$ cat src/rtl/updn_mod_counter.sv
// updn_mod_counter: modulo-MAX_COUNT up/down counter with saturating
// parallel load, registered terminal-count flags, a wrap pulse and a
// snapshot (capture) register. Synchronous active-low reset.
module updn_mod_counter #(
    parameter int unsigned WIDTH     = 4,
    parameter int unsigned MAX_COUNT = 10
) (
    input  logic             clk,
    input  logic             rst_s,
    input  logic             enb,
    input  logic             up_dn,
    input  logic             load,
    input  logic [WIDTH-1:0] load_val,
    input  logic             capture,
    output logic [WIDTH-1:0] q,
    output logic             cnt_max,
    output logic             cnt_zero,
    output logic             wrap,
    output logic [WIDTH-1:0] cap_q,
    output logic             cap_valid
);

    // Terminal count value, MAX_COUNT-1, always representable in WIDTH bits.
    localparam logic [WIDTH-1:0] TOP  = WIDTH'(MAX_COUNT - 1);
    localparam logic [WIDTH-1:0] ZERO = '0;
    localparam logic [WIDTH-1:0] ONE  = WIDTH'(1);

    // Reject parameter sets where the modulus does not fit the counter width.
    if (WIDTH < 1 || WIDTH > 31) begin : g_bad_width
        $error("updn_mod_counter: WIDTH must be in 1..31");
    end
    if (MAX_COUNT < 2 || 64'(MAX_COUNT) > (64'(1) << WIDTH)) begin : g_bad_mod
        $error("updn_mod_counter: MAX_COUNT must be in 2..2**WIDTH");
    end

    logic [WIDTH-1:0] q_nxt;
    logic             wrap_nxt;
    logic [WIDTH-1:0] load_sat;
    logic             at_top;
    logic             at_zero;

    // Saturate out-of-range load values to the terminal count.
    always_comb begin
        load_sat = TOP;
        if (32'(load_val) < MAX_COUNT) begin
            load_sat = load_val;
        end
    end

    // Position of the current count relative to both wrap points.
    always_comb begin
        at_top  = (q == TOP);
        at_zero = (q == ZERO);
    end

    // Next count and wrap request: load beats counting, counting beats hold.
    always_comb begin
        q_nxt    = q;
        wrap_nxt = 1'b0;
        if (load) begin
            q_nxt = load_sat;
        end else if (enb) begin
            if (up_dn) begin
                if (at_top) begin
                    q_nxt    = ZERO;
                    wrap_nxt = 1'b1;
                end else begin
                    q_nxt = q + ONE;
                end
            end else begin
                if (at_zero) begin
                    q_nxt    = TOP;
                    wrap_nxt = 1'b1;
                end else begin
                    q_nxt = q - ONE;
                end
            end
        end
    end

    // Count register with flags decoded from the next value so they track q exactly.
    always_ff @(posedge clk) begin
        if (!rst_s) begin
            q        <= ZERO;
            cnt_max  <= 1'b0;
            cnt_zero <= 1'b1;
            wrap     <= 1'b0;
        end else begin
            q        <= q_nxt;
            cnt_max  <= (q_nxt == TOP);
            cnt_zero <= (q_nxt == ZERO);
            wrap     <= wrap_nxt;
        end
    end

    // Snapshot of the pre-edge count, with a one-cycle valid pulse.
    always_ff @(posedge clk) begin
        if (!rst_s) begin
            cap_q     <= ZERO;
            cap_valid <= 1'b0;
        end else begin
            cap_valid <= capture;
            if (capture) begin
                cap_q <= q;
            end
        end
    end

endmodule

$ cat config.mk
export PLATFORM = sky130hd
export DESIGN_NAME = updn_mod_counter
export DESIGN_NICKNAME = d
export VERILOG_FILES = /design/src/rtl/updn_mod_counter.sv
export SDC_FILE = /design/constraint.sdc
export NUM_CORES = 1
export LEC_CHECK = 0
export BUFFER_PORTS_ARGS = -buffer_cell sky130_fd_sc_hd__buf_2
export CORE_MARGIN = 4
export CORE_UTILIZATION = 35
export CTS_CLUSTER_DIAMETER = 200
export DETAILED_ROUTE_END_ITERATION = 8
export PLACE_DENSITY = 0.61
export SLEW_MARGIN = 20
export SYNTH_ARGS = -nofsm -noshare
export SYNTH_HDL_FRONTEND = slang
export SYNTH_SLANG_ARGS = --single-unit
$ cat constraint.sdc
create_clock -name clk -period 1.6 [get_ports clk]
set_clock_uncertainty 0.1 [all_clocks]
set_input_delay 0.16 -clock clk [delete_from_list [all_inputs] [get_ports clk]]
set_output_delay 0.16 -clock clk [all_outputs]
set_load 0.1 [all_outputs]
==> reports/results.tsv <==
stage	metric	value	unit
floorplan	die width	51.1	um
timing	Pins Over Slew Limit	0	
job	Max-Cap Viols	0	
synthesis	top-area cell type share of the netlist area	0.370	
critical_path	cell count of the worst reg-to-reg path	5	
global_route	Total GRT Usage	0.127	
hold_path	type of the most critical hold path	in -> reg	
global_route	initial antenna violation count	0	
floorplan	row cnt	15	
synthesis	Avg Inst Size Synth	8.66	um^2
synthesis	Yosys reg bits	12	
place	dpl cells	118	
outcome	status	finished with violations	
power	Pwr per Cell Area	937	mW/mm^2
finish	Area growth, synth to finish	32.0	%
floorplan	I/O pin count	22	
finish	ANT cells	0	
timing	min Tclk post-route	1.62	ns
global_route	largest net degree at the start of global routing	12	
timing	period utilization	1.01	
cts	CTS root buffer	clkbuf_4	
synthesis	Area contributors post-synth	dfxtp_1, mux2i_1, nor2b_1	
routing	Initial DRC Count	16	
routing	drt drc	0	
routing	total number of vias	615	
timing	relative max-transition margin	0.676	
synthesis	ys async rst share	0	
global_route	GR Overflow Total	0	
floorplan	Die Area	0.00261	mm^2
hold_path	WHS Path Cells	2	
synthesis	Synth Area in Simple Gates	0.289	
finish	final cell count without fillers	125	
floorplan	initial core utilization	0.372	
cts	H-tree level count	1	
cts	CTS Sinks	12	
floorplan	placeable core area	0.00175	mm^2
place	gpl congestion	0.751	
critical_path	CP Launch Type	register	
finish	fillcell total	175	
synthesis	synth unique cells	31	
critical_path	CP Capture Type	register	
critical_path	WP data arrival	1.68	ns
synthesis	Cell Area, Synth	649	um^2
synthesis	largest family of logic cells by synthesized area	simple AND/OR/NAND/NOR gates	
floorplan	Die Y	51.1	um
outcome	failing checks	negative setup slack	
finish	Net count, final	111	
power	Pleak	0.390	nW
timing	post-route setup slack	-0.0176	ns
critical_path	Crit Path Class	reg -> reg	
synthesis	Ys Warns	0	
global_route	vias in the first global route	571	
synthesis	Post-synth top cells	dfxtp_1, nor2_1, o21ai_0	
synthesis	Mapped Cells	75	
synthesis	top_reg_cell synth	dfxtp_1	
place	I/O Buffers	21	
cts	CTS clock-pin slew for the worst setup and hold paths	0.07	ns
synthesis	sequential area share after synthesis	0.370	
routing	DRT Pass-1 Iters	4	
power	VDD IR max	0.597	mV
timing	setup violators final	1	
synthesis	Synth Area in Adders	0	
synthesis	Post-Syn Nets	85	
routing	Vias/cell	4.92	
timing	final hold violations	0	
finish	layout cells sized above 1	0.410	
timing	Max Fclk	618	MHz
critical_path	Critical Path RT	1.66	ns
synthesis	largest area contributor in the netlist	dfxtp_1	
cts	total CTS buffers	3	
cts	CTS tree	built	
synthesis	XOR/XNOR share of the synthesized area	0.0405	
cts	Max Buffers Root-to-Sink	2	
timing	RSZ-0062 raised after global routing	yes	
routing	WL/cell	11.5	um
place	Detailed Place HPWL	1.08	mm
synthesis	mux share of post-synthesis cell area	0.0617	
global_route	first-pass GRT wire length	2.47	mm
synthesis	most frequent cell after synthesis	dfxtp_1	
cts	Worst-Skew Late Latency	0.26	ns
timing	Worst-Margin Slew	0.489	ns
power	Total Power	0.803	mW
routing	WL final	1.43	mm
routing	Routed Antenna Nets	0	
synthesis	EDFF count, synth	0	
synthesis	Compound-Gate Fraction of Synth Area	0.139	
critical_path	crit path max fanout	8	
==> stage by stage <==
stage	hold WS (ns)	instance area [um^2]	util	worst slack, ns	setup TNS [ns]
5_1_grt	0.0556	857	0.491	-0.0939	-0.184
2_1_floorplan	0.196	676	-	-0.123	-0.123
4_1_cts	0.0513	831	0.476	0.00306	0
3_3_place_gp	0.345	790	0.452	0.0214	0
6_report	0.0547	857	0.491	-0.0176	-0.0176
3_5_place_dp	0.339	790	0.452	0.0121	0
==> state kept, by name (all words and copies together), names as in the netlist <==
| register | count |
|---|---|
| cnt_max | 1 |
| q | 4 |
| cap_valid | 1 |
| cnt_zero | 1 |
| cap_q | 4 |
| wrap | 1 |
==> worst max-delay path, stage by stage, from the launching register on <==
cell and delay, ns:
dfxtp_4 0.40, and3_4 0.20, nor3_2 0.04, or3_4 0.33
o211ai_1 0.23, and3b_1 0.21
==> worst paths after layout <==
check	from	end	slack, ns
worst max-delay path	q[0]	cnt_max	-0.02
worst min-delay path	rst_s	cnt_zero	0.05
worst max register to register	q[0]	cnt_max	-0.02
worst min register to register	cap_q[1]	cap_q[1]	0.42
==> cell type report <==
type	count	area [um^2]	area share
Multi-Input combinational cell	52	368	0.429
Timing Repair Buffer	29	165	0.193
Clock buffer	3	22.5	0.0263
Inverter	3	11.3	0.0131
Clock inverter	1	3.75	0.00438
Tap cell	25	31.3	0.0365
Sequential cell	12	255	0.298
==> placed cells by master (no fill, tap or decap), drive strengths merged, types with 2 or more instances in the layout <==
| cell type | instances |
|---|---|
| and2 | 4 |
| and3 | 2 |
| buf | 29 |
| clkbuf | 3 |
| dfxtp | 12 |
| inv | 3 |
| mux2i | 4 |
| nand3 | 4 |
| nor2 | 7 |
| nor2b | 5 |
| nor3 | 2 |
| o21ai | 7 |
| or3 | 2 |
| xnor2 | 2 |
==> cell families (layout without fill, tap and decap cells) <==
family | after synthesis | after routing
simple gates | 31 | 31
xor+xnor | 3 | 3
compound gates | 14 | 14
buf+inv | 11 | 36
flops | 12 | 12
mux | 4 | 4
==> where the power goes <==
part	internal, mW	switching (mW)	total, mW
combinational	0.0834	0.201	0.284
sequential	0.315	0.0188	0.334
clock	0.0901	0.0944	0.184
==> routing by layer <==
layer / share of wire / routed length [um] / vias to the layer above / GRT usage
li1: - / - / 313 / -
met1: 0.42 / 600 / 279 / 0.155
met2: 0.50 / 712 / 21 / 0.193
met3: 0.079 / 113 / 2 / 0.0612
met4: 0.0056 / 8 / 0 / 0.0404
met5: 0 / 0 / - / 0
==> timing repair <==
action,4_1_cts,5_1_grt
setup buffers,2,1
resized for setup,0,3
hold buffers,0,0
endpoints found under the setup margin,1,3
pin swaps,1,3
Power figures use the tool's default switching activity.
